## config.mk

```make
export PLATFORM = sky130hd
export DESIGN_NAME = key_event_arbiter
export DESIGN_NICKNAME = d
export VERILOG_FILES = /design/src/rtl/key_event_arbiter.sv
export SDC_FILE = /design/constraint.sdc
export NUM_CORES = 1
export LEC_CHECK = 0
export ABC_AREA = 1
export CORE_MARGIN = 2
export CORE_UTILIZATION = 43
export DETAILED_ROUTE_END_ITERATION = 10
export PLACE_DENSITY = 0.73
export REMOVE_ABC_BUFFERS = 1
export SLEW_MARGIN = 20
export SYNTH_ARGS = -nofsm -noshare
export SYNTH_HDL_FRONTEND = slang
export SYNTH_SLANG_ARGS = --single-unit
```

## constraint.sdc

```tcl
create_clock -name sclk -period 2.2 [get_ports sclk]
set_clock_uncertainty 0.05 [all_clocks]
set_input_delay 0.44 -clock sclk [delete_from_list [all_inputs] [get_ports sclk]]
set_output_delay 0.44 -clock sclk [all_outputs]
set_load 0.01 [all_outputs]
```

## src/rtl/key_event_arbiter.sv

```systemverilog
// Key press arbiter: per-key pending bits, a round-robin grant into a 4-entry
// event FIFO, and a registered overflow pulse when a press hits an already-pending key.

module key_pend_cell (
  input  logic sclk,
  input  logic s_rst_n,
  input  logic flag,
  input  logic gnt,
  output logic pend,
  output logic drop
);
  // A grant and a fresh press in the same cycle keep the bit set for the new press
  assign drop = flag & pend & ~gnt;

  always_ff @(posedge sclk or negedge s_rst_n) begin
    if (!s_rst_n) pend <= 1'b0;
    else          pend <= flag | (pend & ~gnt);
  end
endmodule

module key_event_arbiter #(
  parameter int FIFO_DEPTH = 4
) (
  input  logic       sclk,
  input  logic       s_rst_n,
  input  logic [3:0] key_flag,
  output logic [1:0] evt_code,
  output logic       evt_valid,
  input  logic       evt_ready,
  output logic       overflow,
  output logic [2:0] fifo_cnt
);
  localparam int NUM_KEYS = 4;

  logic [NUM_KEYS-1:0] pend, drop, gnt_vec;
  logic [1:0]          rr_ptr, wr_ptr, rd_ptr, gnt_idx, srch_idx;
  logic                gnt_vld, push, pop, full;
  logic [1:0]          mem [FIFO_DEPTH];

  // Full comes from the registered count only: a same-cycle pop never frees a slot
  assign full = (fifo_cnt == 3'(FIFO_DEPTH));

  always_comb begin
    gnt_vld  = 1'b0;
    gnt_idx  = rr_ptr;
    srch_idx = rr_ptr;
    for (int i = 0; i < NUM_KEYS; i++) begin
      srch_idx = rr_ptr + 2'(i);
      if (!gnt_vld && pend[srch_idx]) begin
        gnt_vld = 1'b1;
        gnt_idx = srch_idx;
      end
    end
    if (full) gnt_vld = 1'b0;
    gnt_vec = gnt_vld ? (4'b0001 << gnt_idx) : 4'b0000;
  end

  for (genvar k = 0; k < NUM_KEYS; k++) begin : g_key
    key_pend_cell u_cell (
      .sclk    (sclk),
      .s_rst_n (s_rst_n),
      .flag    (key_flag[k]),
      .gnt     (gnt_vec[k]),
      .pend    (pend[k]),
      .drop    (drop[k])
    );
  end

  assign push      = gnt_vld;
  assign evt_valid = (fifo_cnt != 3'd0);
  assign pop       = evt_valid & evt_ready;
  assign evt_code  = mem[rd_ptr];

  always_ff @(posedge sclk or negedge s_rst_n) begin
    if (!s_rst_n) begin
      rr_ptr   <= 2'd0;
      wr_ptr   <= 2'd0;
      rd_ptr   <= 2'd0;
      fifo_cnt <= 3'd0;
      overflow <= 1'b0;
    end else begin
      overflow <= |drop;
      if (push) begin
        rr_ptr <= gnt_idx + 2'd1;
        wr_ptr <= wr_ptr + 2'd1;
      end
      if (pop) rd_ptr <= rd_ptr + 2'd1;
      case ({push, pop})
        2'b10:   fifo_cnt <= fifo_cnt + 3'd1;
        2'b01:   fifo_cnt <= fifo_cnt - 3'd1;
        default: fifo_cnt <= fifo_cnt;
      endcase
    end
  end

  // Storage needs no reset; contents are only observed while evt_valid is high
  always_ff @(posedge sclk) begin
    if (push) mem[wr_ptr] <= gnt_idx;
  end
endmodule

```

==> flow_summary.yaml, run 1 <==
run_status:
  status: "complete, but fails checks"
  violations: "setup timing"
timing:
  hold_viol: 0
  min_period_ps: 2255
  rsz0062_at_grt: "true"
  max_freq_mhz: 443.4
  worstMarginPinSlew_ps: 668.6
  setup_violations: 1
  drv_slew: 0
  min_period_over_period: 1.025
  relSlewSlack: 0.5529
  fin_ws_ps: -55.50
synth:
  avgSynthCellArea_um2: 8.496
  synth_edf_count: 8
  syn_inst: 167
  synth_fa_ha_area_frac: 0.09347
  synth_ff_type: "dfrtp_1"
  synth.top_cells.by_area: "dfrtp_1 25%, edfxtp_1 17%, nand2_1 11%"
  synth_top_area_cell: "dfrtp_1"
  yosysSeqAreaShare: 0.4162
  synth_area_um2: 1419
  muxShareOfSynthArea: 0
  ys_ff_latch: 22
  synth_top_area_frac: 0.2469
  async_flop_share: 0.6364
  synth_top_family_by_area: "simple AND/OR/NAND/NOR gates"
  yosysUniqueCellTypes: 27
  yosys.area_share.simple: 0.2989
  yosysWarnings: 0
  synth-compound-area-share: 0.07143
  synth-xor-area-share: 0.02469
flow_run:
  cap_violations: 0
detailed_routing:
  vias: 1186
  wl_per_cell_um: 12.11
  antenna_left: 0
  routed_wl_um: 2992
  drt-pass1-iter-count: 4
  vias_per_cell: 4.802
  dr.first_iter.drc_count: 30
  drc_errors: 0
floorplan:
  die_area_um2: 3775
  rows: 20
  core_area_um2: 3103
  die_x_um: 61.44
  ios: 14
  die_h_um: 61.44
  initial_core_util: 0.4573
critical_path:
  path_max_fanout: 8
  cp.arrival_ps: 2400
  path_class: "reg2reg"
  worstSetupEndpointType: "flop"
  crit_path_start_kind: "flop"
  r2r_start: "rr_ptr[0]$_DFFE_PN0P_"
  ff2ff_setup_slack_ps: -60
  reg2reg_depth: 14
  reg2reg_to: "fifo_cnt[2]$_DFFE_PN0P_"
  worstPathRequired_ps: 2350
min_path:
  min_path_type: "in2async"
cts:
  root_buffer: "clkbuf_4"
  clk_pin_slew_ps: 120
  cts-htree-levels: 1
  cts_tree: "done"
  clkSinkCount: 22
  hold_buffers: 0
  cts_buffers: 3
  clockBufferDepth: 2
  insertion_delay_ps: 300
global_route:
  grt_pass1_vias: 1114
  grtUsageTotal: 0.1675
  grt_max_degree: 15
  grt_overflow: 0
  grt_pass1_wl_um: 4671
  antenna_found_initial: 0
final_layout:
  fillers: 270
  drive_gt1_frac: 0.3842
  antenna_cells: 0
  final_net_count: 221
  syn_to_final_growth_pct: 34.74
  finalNonFillerCells: 247
placement:
  place_ws_ps: -143.1
  place.gp.congestion: 0.8413
  io_buffers: 13
  place_hpwl_um: 2163
  dp.cells: 234
[worst max path at each step]
stage                                from                 endpoint  slack, ps  depth (start not counted)
floorplan           rr_ptr[0]$_DFFE_PN0P_  fifo_cnt[2]$_DFFE_PN0P_       -110                         12
global placement    rr_ptr[0]$_DFFE_PN0P_  fifo_cnt[2]$_DFFE_PN0P_        -40                         13
detailed placement  rr_ptr[0]$_DFFE_PN0P_  fifo_cnt[2]$_DFFE_PN0P_       -140                         12
CTS                 rr_ptr[0]$_DFFE_PN0P_  fifo_cnt[2]$_DFFE_PN0P_         -8                         13
global route        rr_ptr[0]$_DFFE_PN0P_  fifo_cnt[2]$_DFFE_PN0P_       -170                         14
finish              rr_ptr[0]$_DFFE_PN0P_  fifo_cnt[2]$_DFFE_PN0P_        -60                         14
[routing by layer]
metal,vias to the layer above,global-route usage,routed length (µm)
met5,-,0,0
met4,0,0.04863,55
met3,8,0.04622,153
met2,32,0.3161,1636
met1,557,0.1816,1147
li1,589,-,-
[synthesized netlist by cell type, types with 2 or more instances]
library cell / instances
o21ai_1: 2
nor2_1: 14
a21o_1: 4
nand2_1: 40
nand2_2: 9
nand2_4: 5
o21ai_0: 7
inv_2: 3
inv_1: 26
dfrtp_1: 14
xor2_1: 3
ha_1: 9
o22ai_1: 2
nand3_1: 9
edfxtp_1: 8
[what timing repair did]
| action | 4_1_cts | 5_1_grt |
|---|---|---|
| hold endpoints to repair | 0 | 0 |
| resized for setup | 8 | 32 |
| setup endpoints to repair | 6 | 10 |
| pin swaps | 3 | 4 |
| setup buffers | 2 | 7 |
[per-stage QoR]
step	hold WS, ps	instance area, µm²	util	setup TNS (ps)
floorplan	94.41	1408	-	-110.8
global placement	449.4	1675	0.5399	-39.89
detailed placement	459.9	1675	0.5399	-307.1
CTS	480.1	1754	0.5653	-9.003
global route	501.3	1912	0.6161	-740.3
finish	476.1	1912	0.6161	-55.50
[area by class of cell]
class                      count  area [µm²]  area share
clock inverter                 1       30.03     0.01571
timing repair buffer          33       289.0      0.1512
inverter                      31       128.9     0.06741
multi-input combinational    113       792.0      0.4143
clock buffer                   3       22.52     0.01178
tap                           44       55.05     0.02880
sequential                    22       594.3      0.3109
[critical path, stage by stage, from the launching register on]
cell      delay (ps)
dfrtp_2          480
clkinv_4         110
nand2_2           80
nand2_2           70
nor2_2            50
nor2_2           130
buf_4            140
nand3_4           70
nand2_4           80
ha_4             130
inv_2             40
fa_2             350
a21oi_2          150
o21ai_2           70
xor2_1           140
[state kept, by name (all words and copies together) (netlist names)]
signal	count
fifo_cnt	3
g_key.u_cell.pend	4
mem	8
overflow	1
rd_ptr	2
rr_ptr	2
wr_ptr	2
[layout by cell type (no fill, tap or decap), drive strengths merged]
cell,Yosys,routed
clkinv,0,1
dfrtp,14,14
edfxtp,8,8
bufinv,0,1
a21oi,1,1
and2,1,1
ha,9,9
o22ai,2,2
nor2,17,17
a21o,4,4
buf,1,20
clkbuf,0,3
fa,1,1
nand2,54,54
clkdlybuf4s50,0,11
xor2,3,3
nand3,10,10
xnor2,1,1
o21ai,10,10
inv,31,30
dlymetal6s2s,0,2
[kinds of logic (layout without fill, tap and decap cells)]
group | after synthesis | count (layout)
compound gates | 17 | 17
xor+xnor | 4 | 4
fa+ha+maj | 10 | 10
buf+inv | 32 | 68
flops | 22 | 22
simple gates | 82 | 82
Power of run 1 is left out: the tool's default activity adds up to more than one toggle a clock period on the data nets, which glitch-free logic cannot reach.
==> run 2: changes to the inputs <==
--- a/config.mk
+++ b/config.mk
@@ -6,9 +6,9 @@
 export NUM_CORES = 1
 export LEC_CHECK = 0
 export ABC_AREA = 1
-export CORE_MARGIN = 2
 export CORE_UTILIZATION = 43
 export DETAILED_ROUTE_END_ITERATION = 10
+export GPL_TIMING_DRIVEN = 0
 export PLACE_DENSITY = 0.73
 export REMOVE_ABC_BUFFERS = 1
 export SLEW_MARGIN = 20
==> run 2 against run 1 <==
Against the previous run: the run still ends with setup timing left; global-route usage is 2.0 points higher; design area increased by 7.9%; count of clock-buffer cells in the layout is the same; sequential share of layout area decreased by 2.3 points; die area down 6.4%; worst setup slack lost 22 ps; register-to-register slack worse by 20 ps; sequential cell count unchanged; largest cell class unchanged.
==> flow_summary.yaml, run 2 (synthesis gave the netlist of run 1 again) <==
run_status:
  status: "complete, but fails checks"
  violations: "setup timing"
timing:
  worstMarginPinSlew_ps: 670.3
  rsz0062_at_grt: "true"
  max_freq_mhz: 439.0
  hold_viol: 0
  setup_violations: 3
  min_period_ps: 2278
  min_period_over_period: 1.035
  fin_ws_ps: -77.76
  setup_tns_ps: -124.1
  drv_slew: 0
  relSlewSlack: 0.5517
global_route:
  grt_pass1_vias: 1158
  grt_overflow: 0
  antenna_found_initial: 0
  grt_max_degree: 15
  grtUsageTotal: 0.1873
  grt_pass1_wl_um: 4905
floorplan:
  die_area_um2: 3533
  ios: 14
  die_x_um: 59.44
  rows: 20
  die_h_um: 59.44
  core_area_um2: 3103
  initial_core_util: 0.4573
critical_path:
  reg2reg_depth: 14
  crit_path_start_kind: "flop"
  cpPeakStageDelay_ps: 450
  worstSetupEndpointType: "flop"
  worstPathRequired_ps: 2360
  r2r_start: "rr_ptr[0]$_DFFE_PN0P_"
  crit_chain: "buf_12 > inv_12 > nand2_8 > nand3_4 > nand2_4 > nor2_8 > nand3_4 > nand2_8 > ha_4 > inv_4 > fa_2 > a21oi_2 > o21ai_1 > xor2_1"
  startpoint: "rr_ptr[0]$_DFFE_PN0P_"
  cp.arrival_ps: 2430
  ff2ff_setup_slack_ps: -80
  crit_slowest_cell: "dfrtp_2"
  path_max_fanout: 7
  path_class: "reg2reg"
cts:
  insertion_delay_ps: 310
  root_buffer: "clkbuf_4"
  clk_pin_slew_ps: 130
  cts_buffers: 3
  cts-htree-levels: 1
  clockBufferDepth: 2
  cts_tree: "done"
  clkSinkCount: 22
final_layout:
  largest_reg_flops: 8
  final_net_count: 225
  antenna_cells: 0
  layout_common_cells: "27 x nand2_1, 24 x inv_1, 21 x buf_4"
  top_register: "mem"
  final_common_cell: "nand2_1"
  drive_gt1_frac: 0.3961
  top_regs: "mem: 8 flops, g_key.u_cell.pend: 4 flops, fifo_cnt: 3 flops"
  syn_to_final_growth_pct: 45.41
flow_run:
  cap_violations: 0
detailed_routing:
  drc_errors: 0
  wl_per_cell_um: 12.96
  dr.first_iter.drc_count: 30
  antenna_left: 0
  routed_wl_um: 3252
  vias_per_cell: 4.713
  vias: 1183
  drt-pass1-iter-count: 4
placement:
  io_buffers: 13
  place.gp.congestion: 0.8011
  place_hpwl_um: 1976
min_path:
  min_path_type: "in2async"
==> run 2: cell count changes in the layout (fill, tap and decap cells not counted), sizes merged <==
cell,before,now
buf,20,24
==> run 2: metal layers <==
layer	global-route usage	vias to the layer above	wire length (µm)
li1	-	600	-
met1	0.1948	549	1267
met2	0.3660	30	1808
met3	0.04803	4	142
met4	0.04762	0	34
met5	0	-	0
==> run 2: metrics by stage <==
step	instances	utilization	hold WS [ps]	cell area, µm²	setup WS, ps
floorplan	166	-	94.41	1408	-110.8
global placement	223	0.5133	449.4	1593	-286.8
detailed placement	223	0.5133	452.1	1593	-352.8
CTS	239	0.6044	473.1	1876	-58.24
global route	251	0.6649	495.5	2063	-183.1
finish	251	0.6649	470.7	2063	-77.76
==> run 2: path summary, 6_finish.rpt <==
path / endpoint
max: fifo_cnt[2]$_DFFE_PN0P_
min: fifo_cnt[0]$_DFFE_PN0P_
max reg2reg: fifo_cnt[2]$_DFFE_PN0P_
min reg2reg: rd_ptr[1]$_DFFE_PN0P_
max in group asynchronous: rr_ptr[1]$_DFFE_PN0P_
min in group sclk: rd_ptr[1]$_DFFE_PN0P_
==> run 2: worst max-delay path: cells and delay by family, from the launching register on <==
| family | cells | cell delay, ps |
|---|---|---|
| AO/OA/AOI/OAI | 2 | 210 |
| XOR/XNOR | 1 | 140 |
| adder cells (fa/ha/maj) | 2 | 480 |
| buffers and inverters | 3 | 270 |
| flip-flops | 1 | 450 |
| AND/OR/NAND/NOR | 6 | 550 |
==> run 2: timing repair <==
action | 4_1_cts | 5_1_grt
pin swaps | 17 | 16
resized for setup | 40 | 20
setup endpoints to repair | 8 | 10
cloned | 0 | 0
buffers inserted | 12 | 12
hold buffers | 0 | 0
==> run 2: layout make-up <==
class                      count  area [µm²]
fill                         249        1040
multi-input combinational    113       874.6
sequential                    22       593.1
timing repair buffer          37       344.1
inverter                      31       143.9
tap                           44       55.05
clock inverter                 1       30.03
clock buffer                   3       22.52
Power of run 2 is left out for the same reason.
==> run 3: changes to the inputs <==
--- a/config.mk
+++ b/config.mk
@@ -6,12 +6,11 @@
 export NUM_CORES = 1
 export LEC_CHECK = 0
 export ABC_AREA = 1
-export CORE_UTILIZATION = 43
+export CORE_UTILIZATION = 40
 export DETAILED_ROUTE_END_ITERATION = 10
 export GPL_TIMING_DRIVEN = 0
-export PLACE_DENSITY = 0.73
+export PLACE_DENSITY = 0.7
 export REMOVE_ABC_BUFFERS = 1
-export SLEW_MARGIN = 20
 export SYNTH_ARGS = -nofsm -noshare
 export SYNTH_HDL_FRONTEND = slang
 export SYNTH_SLANG_ARGS = --single-unit
==> run 3 against run 2 <==
Against the previous run: worst setup slack better by 22 ps; count of clock-buffer cells in the layout unchanged; critical path depth up 3; first-iteration DRC count is 70% higher; via count shrank 5.2%; global-route usage is 2.2 points lower; sequential share of layout area increased by 2.2 points; cell count fell by 2.4%; die area up 7.2%; wire length decreased by 12%; the flow still finishes with violations (setup timing); register-to-register slack improved by 20 ps; critical path type unchanged; largest cell class unchanged.
==> flow_summary.yaml, run 3 (synthesis gave the netlist of run 1 again) <==
run_status:
  status: "complete, but fails checks"
  violations: "setup timing"
floorplan:
  die_x_um: 61.56
  initial_core_util: 0.4219
  ios: 14
  die_area_um2: 3789
  rows: 21
  die_h_um: 61.56
  core_area_um2: 3363
final_layout:
  final_common_cell: "nand2_1"
  layout_common_cells: "32 x nand2_1, 23 x inv_1, 14 x nand2_2, 14 x buf_4"
  fillers: 309
  antenna_cells: 0
  multiInputGateArea_um2: 825.8
  regArea_um2: 593.1
  top_register: "mem"
  final_net_count: 217
  drive_gt1_frac: 0.3518
  syn_to_final_growth_pct: 35.19
  top_regs: "mem: 8 flops, g_key.u_cell.pend: 4 flops, fifo_cnt: 3 flops"
  largest_reg_flops: 8
detailed_routing:
  drt-pass1-iter-count: 5
  antenna_left: 0
  wl_per_cell_um: 11.70
  vias: 1122
  vias_per_cell: 4.580
  routed_wl_um: 2867
  drc_errors: 0
  dr.first_iter.drc_count: 51
min_path:
  min_path_type: "reg2reg"
critical_path:
  path_max_fanout: 6
  worstPathRequired_ps: 2380
  ff2ff_setup_slack_ps: -60
  crit_path_start_kind: "flop"
  cp.arrival_ps: 2440
  path_class: "reg2reg"
  worstSetupEndpointType: "flop"
flow_run:
  cap_violations: 0
timing:
  relSlewSlack: 0.5124
  setup_violations: 2
  min_period_over_period: 1.025
  fin_ws_ps: -55.48
  max_freq_mhz: 443.4
  worst_hold_slack_ps: 463.9
  min_period_ps: 2255
  setup_tns_ps: -91.13
  drv_slew: 0
  worstMarginPinSlew_ps: 729.1
  hold_viol: 0
  rsz0062_at_grt: "true"
cts:
  insertion_delay_ps: 320
  cts-htree-levels: 1
  clkSinkCount: 22
  cts_buffers: 3
  hold_buffers: 0
  root_buffer: "clkbuf_4"
  clk_pin_slew_ps: 130
  clockBufferDepth: 2
  cts_tree: "done"
global_route:
  grt_pass1_wl_um: 4381
  grt_pass1_vias: 956
  grtUsageTotal: 0.1650
  grt_max_degree: 15
  antenna_found_initial: 0
  grt_overflow: 0
placement:
  io_buffers: 13
  place_hpwl_um: 1774
  place.gp.congestion: 0.8269
## run 3: layout make-up
cell class	count	area share
inverters	31	0.06849
repair buffers	29	0.1344
flip-flops and latches	22	0.3092
clock buffers	3	0.01174
clock inverters	1	0.01566
multi-input cells	113	0.4305
well taps	46	0.03001
## run 3: path summary, 6_finish.rpt
path                                        from                             end  cells past startpoint
hold reg to reg            rd_ptr[1]$_DFFE_PN0P_           rd_ptr[1]$_DFFE_PN0P_                      1
min in group asynchronous                s_rst_n  g_key[1].u_cell.pend$_DFF_PN0_                      1
hold / removal             rd_ptr[1]$_DFFE_PN0P_           rd_ptr[1]$_DFFE_PN0P_                      1
max in group asynchronous                s_rst_n           rr_ptr[1]$_DFFE_PN0P_                      1
setup reg to reg           rr_ptr[0]$_DFFE_PN0P_              overflow$_DFF_PN0_                     17
setup / recovery           rr_ptr[0]$_DFFE_PN0P_              overflow$_DFF_PN0_                     17
## run 3: layer usage
layer,GRT usage,wire [µm]
met1,0.2268,1364
met2,0.2488,1377
met3,0.02731,69
met4,0.08889,55
met5,0,0
## run 3: repair_timing
item                                    CTS  global route
endpoints found under the setup margin    7            10
setup buffers                             9             7
cloned                                    0             0
resized for setup                        17            25
pin swaps                                10            17
hold endpoints to repair                  0             0
## run 3: critical path, stage by stage, from the launching register on
cell and delay (ps):
dfrtp_2 510, buf_6 160, nand2_4 70, nand2_2 40
nor2_1 220, nor2_4 80, buf_4 150, nand2_4 60
nor2_4 40, inv_2 60, nand3_2 80, nand2_4 110
ha_1 180, nand3_2 110, nand2_2 90, nand2_2 60
inv_1 50, nand2_1 40
## run 3: through the flow
step	instance area, µm²	utilization	setup WS, ps	std cells
after floorplan	1408	-	-110.8	166
after global placement	1595	0.4743	-352.3	225
after CTS	1764	0.5246	-99.35	238
after detailed placement	1595	0.4743	-366.1	225
final	1918	0.5703	-55.48	245
after global routing	1918	0.5703	-171.9	245
Power of run 3 is left out for the same reason.
